$ cat config.mk
export PLATFORM = sky130hd
export DESIGN_NAME = instr_fetch
export DESIGN_NICKNAME = d
export VERILOG_FILES = /design/src/rtl/instr_fetch.sv
export SDC_FILE = /design/constraint.sdc
export NUM_CORES = 1
export LEC_CHECK = 0
export ABC_CLOCK_PERIOD_IN_PS = 1400
export BUFFER_PORTS_ARGS = -buffer_cell sky130_fd_sc_hd__clkbuf_2
export CORE_MARGIN = 2
export CORE_UTILIZATION = 40
export CTS_CLUSTER_DIAMETER = 30
export CTS_CLUSTER_SIZE = 25
export DETAILED_ROUTE_END_ITERATION = 16
export PLACE_DENSITY = 0.74
export SLEW_MARGIN = 20
export SYNTH_ARGS = -nofsm -noshare
export SYNTH_HDL_FRONTEND = slang
export SYNTH_SLANG_ARGS = --single-unit
$ cat constraint.sdc
create_clock -name i_clk -period 1.4 [get_ports i_clk]
set_clock_uncertainty 0.05 [all_clocks]
set_input_delay 0.14 -clock i_clk [delete_from_list [all_inputs] [get_ports i_clk]]
set_output_delay 0.14 -clock i_clk [all_outputs]
set_load 0.01 [all_outputs]
$ cat src/rtl/instr_fetch.sv
// Fetch stage: owns the PC, addresses instruction memory and registers the returned word into IR.
// Optional build macro FETCH_JUMP_EN resolves unconditional jumps inside fetch.
module instr_fetch #(
    parameter logic [4:0] RESET_ADR = 5'd0,
    parameter logic [4:0] LAST_ADR  = 5'd19,
    parameter logic [4:0] JUMP_OP   = 5'b10010
) (
    input  logic        i_clk,
    input  logic        i_rst,
    output logic [4:0]  o_instruction_adr,
    input  logic [15:0] i_instruction,
    input  logic        i_stall,
    input  logic        i_redirect_valid,
    input  logic [4:0]  i_redirect_adr,
    output logic [15:0] o_ir,
    output logic [4:0]  o_ir_pc,
    output logic        o_ir_valid,
    output logic        o_halted
);

`ifdef FETCH_JUMP_EN
    localparam bit JUMP_EN = 1'b1;
`else
    localparam bit JUMP_EN = 1'b0;
`endif

    typedef enum logic {
        RUN  = 1'b0,
        HALT = 1'b1
    } state_t;

    state_t      r_state;
    state_t      w_state_next;
    logic [4:0]  r_pc;
    logic [4:0]  w_pc_next;
    logic [15:0] r_ir;
    logic [15:0] w_ir_next;
    logic [4:0]  r_ir_pc;
    logic [4:0]  w_ir_pc_next;
    logic        r_ir_valid;
    logic        w_ir_valid_next;
    logic        w_jump_take;

    // Constant-folds to zero when the fetch-stage jump is not built.
    assign w_jump_take = JUMP_EN && (i_instruction[15:11] == JUMP_OP);

    always_ff @(posedge i_clk) begin
        if (i_rst) begin
            r_state    <= RUN;
            r_pc       <= RESET_ADR;
            r_ir       <= 16'h0000;
            r_ir_pc    <= 5'd0;
            r_ir_valid <= 1'b0;
        end else begin
            r_state    <= w_state_next;
            r_pc       <= w_pc_next;
            r_ir       <= w_ir_next;
            r_ir_pc    <= w_ir_pc_next;
            r_ir_valid <= w_ir_valid_next;
        end
    end

    // Redirect beats stall; a redirect flushes IR validity but leaves the IR contents alone.
    always_comb begin
        w_state_next    = r_state;
        w_pc_next       = r_pc;
        w_ir_next       = r_ir;
        w_ir_pc_next    = r_ir_pc;
        w_ir_valid_next = r_ir_valid;
        if (i_redirect_valid) begin
            w_pc_next       = i_redirect_adr;
            w_ir_valid_next = 1'b0;
            w_state_next    = RUN;
        end else if (!i_stall) begin
            case (r_state)
                RUN: begin
                    if (w_jump_take) begin
                        w_pc_next       = i_instruction[10:6];
                        w_ir_valid_next = 1'b0;
                    end else begin
                        w_ir_next       = i_instruction;
                        w_ir_pc_next    = r_pc;
                        w_ir_valid_next = 1'b1;
                        if (r_pc == LAST_ADR) begin
                            w_state_next = HALT;
                        end else begin
                            w_pc_next = r_pc + 5'd1;
                        end
                    end
                end
                HALT: begin
                    w_ir_valid_next = 1'b0;
                end
                default: begin
                    w_state_next = RUN;
                end
            endcase
        end
    end

    assign o_instruction_adr = r_pc;
    assign o_ir              = r_ir;
    assign o_ir_pc           = r_ir_pc;
    assign o_ir_valid        = r_ir_valid;
    assign o_halted          = (r_state == HALT);

endmodule

Word-level counts from Yosys, hierarchy flattened
Index checks and enable logic that the tools add are counted.
W data, S select, Z words.
- $add $sub $neg: 1
- eq/ne operators: 4
- multiplexer cells: 7
- bitwise operators: 3
- reductions and logical operators: 3
- operators by type and width (kind ; count):
    $mux W5 ; 4
    $reduce_and A3 Y1 ; 2
    $add A5 B1 Y5 const B ; 1
    $eq A5 B5 Y1 const B ; 1
    $ne A2 B2 Y1 const B ; 2
    $not A1 Y1 ; 3
    $mux W1 ; 2
    $ne A2 B1 Y1 const B ; 1
    $pmux W1 S2 ; 1
    $reduce_or A2 Y1 ; 1
- register bits: 28
- bits of input ports: 25
- output and inout bits: 28
- word-level logic and storage cells: 23

Depth between registers and ports, before layout
- word-level depth: 5
- depth in mapped cells: 4
- gate-level depth less buffers: 4

Worst setup path after synthesis
No wires, ideal clock.
- path kind: register to register
- start point: register r_pc[0] (netlist: o_instruction_adr[0])
- end point: register r_pc[2] (netlist: o_instruction_adr[2])
- library setup time: 0.091 ns
- arrival time: 1.370 ns
- data required time: 1.259 ns
- slack: -0.111 ns
- stages on the path, launching flop included: 5
- path buffers: 0
- clock period less this slack: 1.511 ns
- path through: dfxtp_1 > ha_1 > inv_1 > or4_1 > a311oi_1
- word-level cells in the longest chain between the ends: 5
- elaborated cells on any way between the ends: 8
- those cells by class: add/sub: 1; eq/ne: 2; mux: 4; reduce/logical: 1
- RTL lines (item ; line ; source):
    start, declared ; 34 ; logic [4:0] r_pc;
    start signal, assigned ; 56 ; r_pc <= w_pc_next;
    $add A5 B1 Y5 ; 87 ; w_pc_next = r_pc + 5'd1;
    $mux W5 ; 84 ; if (r_pc == LAST_ADR) begin
    $mux W5 ; 75 ; case (r_state)
    $mux W5 ; 74 ; end else if (!i_stall) begin
    $mux W5 ; 70 ; if (i_redirect_valid) begin
Parallel ways exist; a longest one is shown, timed or not. The select of a mux whose other input is x is not followed.
A chain may end at the register's enable or synchronous reset.

Worst setup path in the final report
- start point: register r_pc[1] (netlist: o_instruction_adr[1])
- end point: register r_pc[0] (netlist: o_instruction_adr[0])
- word-level cells in the longest chain between the ends: 3
- RTL lines (item ; line):
    $eq A5 B5 Y1 ; 84
    $ne A2 B2 Y1 (no source line) ; -
    $reduce_and A3 Y1 (no source line) ; -
No other way between the ends.

==> results.md <==
- The run finished, with violations left.
- The checks that failed: negative setup slack.
- Clock tree synthesis inserted a total of 3 buffers.
- The routed wire length per instance is 11.94 um.
- The kind of critical path is flop to flop.
- The worst-case hold slack is 0.03569 ns.
- In this run the core area contains 18 standard-cell rows.
- The total count of max-transition violations in the final report was 0.
- Setup total negative slack on the finished layout was measured at -0.05445 ns.
- The cell count after synthesis came out at 135.
- In this run the number of H-tree levels came out at 1.
- Across all register-to-register paths, the minimum setup slack is -0.03 ns.
- The fraction of layout cells with a size suffix above 1 is 0.3491.
- The number of nets in the layout is 239.
- The number of remaining DRC errors is 0.
- The post-synthesis instance area is 1080 um2.
- The final count of hold timing violations is 0.
- The clock sink count is 28.
- The beginning of the worst register-to-register path is o_instruction_adr[1].
- For this block, the routed nets add up to 2.889 mm of wire.
- The filler cell count in the final layout is 204.
- Dividing the final minimum period by the clock period gives 1.022.
- The weighted congestion reported at the end of routability-driven placement is 0.7969.
- In this run the tool buffered the top-level ports with 52 buffer cells.
- The maximum number of pins on one net before global-route repair is 29.
- In this run the count of I/O pins placed on the die edge is 53.
- The worst-case IR drop observed on VDD is 693.2 uV.
- The min-delay analysis places its worst path in the category primary input to flop.
- The clock passes through at most 2 buffers.
- The hold-critical path endpoint is o_instruction_adr[3].
- The antenna diode count is 0.
- The first global-routing pass estimated 5.002 mm of wire.
- In this run the critical register-to-register path is captured at o_instruction_adr[0].
- For this run, the leading register cell type out of synthesis is sky130_fd_sc_hd__dfxtp_1.
- The required time of the critical path is 1.59 ns.
- The first-pass detailed-route iteration total is 4.
- Setup repair after global routing could not meet its margin everywhere.
- TritonCTS built the clock tree.
- The clock latency on the worst-skew pair is 0.32 ns.
- Relative to the synthesized area, the layout overhead comes to 59.44%.
- Of all nets on the critical path, the largest fanout is 3.
- The total via count after detailed routing is 1,207.
- The global-route usage over all layers is 0.1958.
- The total leakage power is 0.7595 nW.
- For the finished layout, the period the worst path requires is 1.431 ns.
- By area the synthesized netlist is led by sky130_fd_sc_hd__dfxtp_1 (52%), sky130_fd_sc_hd__nand2_1 (15%), sky130_fd_sc_hd__a21oi_1 (10%), sky130_fd_sc_hd__a311oi_1 (3.2%), sky130_fd_sc_hd__o21ai_0 (2.3%).
- The worst hold path begins at i_redirect_adr[3].
- Total power for the finished layout comes to 1.661 mW.
- STA puts the critical path data arrival time at 1.62 ns.
- The top cell type's share of synthesized area is 0.5191.
- The initial cell density of the core is 0.4281.
- The number of nets produced by synthesis is 161.
- After clock tree synthesis, the clock-pin slew on the worst setup and hold paths is 0.15 ns.
- The synthesized design contains 28 register bits.
- The core box area is 2522 um2.
- Clock tree synthesis selected as its root buffer the cell sky130_fd_sc_hd__clkbuf_4.
- The number of nets with antenna violations after routing is 0.
- The number of warning messages in the yosys log is 0.
- Counting flops with a built-in enable in the synthesized netlist gives 0.
- The number of global-route vias before repair was 1,191.
- Power spread over the standard cell area amounts to 964.8 nW/um2.
- The initial antenna violation count is 0.
- Leaving out fill and tap cells, the most frequent cell in the layout is sky130_fd_sc_hd__clkbuf_2.
- The transition time at the pin with the least slew margin is 0.5744 ns.
- The kind of launch point of the worst setup path is a flop.
- The sequential element share of the synthesized area is 0.5191.
- The horizontal die dimension is 55.96 um.
- Global routing finished with a remaining overflow of 0.
- After the first detailed-routing iteration, the DRC count stood at 36.
- After synthesis, the share of flip-flops with an asynchronous set or reset is 0.
- The worst register-to-register path has a depth of 4.
- The average footprint of a synthesized cell is 7.998 um2.
- Max-cap violations in this run came to 0.
- The critical path endpoint category is a flop.
- The highest clock rate is 0.6987 GHz.
- After synthesis, the netlist uses 23 different library cells.
- The least setup slack across all paths after layout is -0.03123 ns.
- The number of setup violations in the final report is 3.
- The chip height is 55.96 um.
- In the routed layout, each cell is associated on average with a via count of 4.988.
- The post-DP HPWL is 1.897 mm.
- The worst hold path passes through 3 cells.
- The area of the die is 3131 um2.
- The library cells used most frequently in the layout, excluding fill and tap cells, are sky130_fd_sc_hd__clkbuf_2 (52), sky130_fd_sc_hd__nand2_1 (43), sky130_fd_sc_hd__dfxtp_1 (25), sky130_fd_sc_hd__a21oi_1 (22), sky130_fd_sc_hd__dlygate4sd3_1 (20).
- The biggest area contributor in the post-synthesis netlist is sky130_fd_sc_hd__dfxtp_1.
- The worst slew margin relative to its limit is 0.6171.
-- critical path, cell delays in order, from the launching register on --
cell                       delay, ns
sky130_fd_sc_hd__dfxtp_4        0.38
sky130_fd_sc_hd__ha_4           0.16
sky130_fd_sc_hd__and4bb_2       0.24
sky130_fd_sc_hd__or3_1          0.31
sky130_fd_sc_hd__a311oi_1       0.20
-- kinds of logic after synthesis --
family          share of synthesized area
buf+inv                           0.05213
compound gates                     0.1808
fa+ha+maj                         0.01159
simple gates                       0.2364
flops                              0.5191
-- Yosys cell counts (2+ instances only) --
| master | number |
|---|---|
| sky130_fd_sc_hd__inv_1 | 4 |
| sky130_fd_sc_hd__nor3_1 | 2 |
| sky130_fd_sc_hd__a21oi_1 | 22 |
| sky130_fd_sc_hd__a311oi_1 | 4 |
| sky130_fd_sc_hd__o21ai_0 | 5 |
| sky130_fd_sc_hd__or3_1 | 3 |
| sky130_fd_sc_hd__nor2_1 | 4 |
| sky130_fd_sc_hd__dfxtp_1 | 28 |
| sky130_fd_sc_hd__clkbuf_1 | 6 |
| sky130_fd_sc_hd__nand3_1 | 2 |
| sky130_fd_sc_hd__nand2_1 | 43 |
-- sequential cells by signal, summed over array words and instances (netlist names) --
register	cells
o_instruction_adr	5
o_ir	16
o_halted	1
o_ir_pc	5
o_ir_valid	1
-- through the flow --
stage               std cells  utilization  setup WS (ns)  cell area [um2]
finish                    242       0.6825       -0.03123             1722
global route              242       0.6825       -0.09719             1722
CTS                       241       0.6706       -0.04829             1692
detailed placement        217       0.5660       -0.05815             1428
global placement          217       0.5660      -0.006390             1428
floorplan                 135            -       -0.02755             1090
-- report_power, final --
group	internal [mW]	total, mW	switching, mW	leakage, nW
clock	0.290	0.524	0.234	0.0279
sequential	0.835	0.862	0.0273	0.231
combinational	0.143	0.276	0.132	0.501
-- area by class of cell --
cell class              instances  area, um2  area share
clock buffers                   3      22.52     0.01308
clock inverters                 1      30.03     0.01744
flip-flops and latches         28      569.3      0.3307
inverters                       5      18.77     0.01090
multi-input cells              94      499.2      0.2900
repair buffers                 81      544.3      0.3161
well taps                      30      37.54     0.02180
-- layer usage --
metal  track usage  up-vias  part of all wire
met5             0        -                 0
met4       0.06122        0            0.0093
met3       0.03023        4             0.047
met2        0.3656       45              0.52
met1        0.2275      548              0.42
li1              -      610                 -
-- how the worst max path moves through the flow --
| stage | startpoint | depth (start not counted) | to |
|---|---|---|---|
| 2_1_floorplan | o_instruction_adr[0] | 4 | o_instruction_adr[2] |
| 3_3_place_gp | o_halted | 3 | o_instruction_adr[2] |
| 3_5_place_dp | o_halted | 4 | o_instruction_adr[1] |
| 4_1_cts | o_halted | 3 | o_instruction_adr[2] |
| 5_1_grt | o_halted | 4 | o_instruction_adr[0] |
| 6_report | o_instruction_adr[1] | 4 | o_instruction_adr[0] |
-- timing repair --
action	in CTS	in global routing
endpoints found under the setup margin	24	26
resized for setup	3	4
pin swaps	1	4
hold buffers	19	1
setup buffers	1	0
hold endpoints to repair	19	1
No activity file was read; power rests on OpenSTA's default activity.
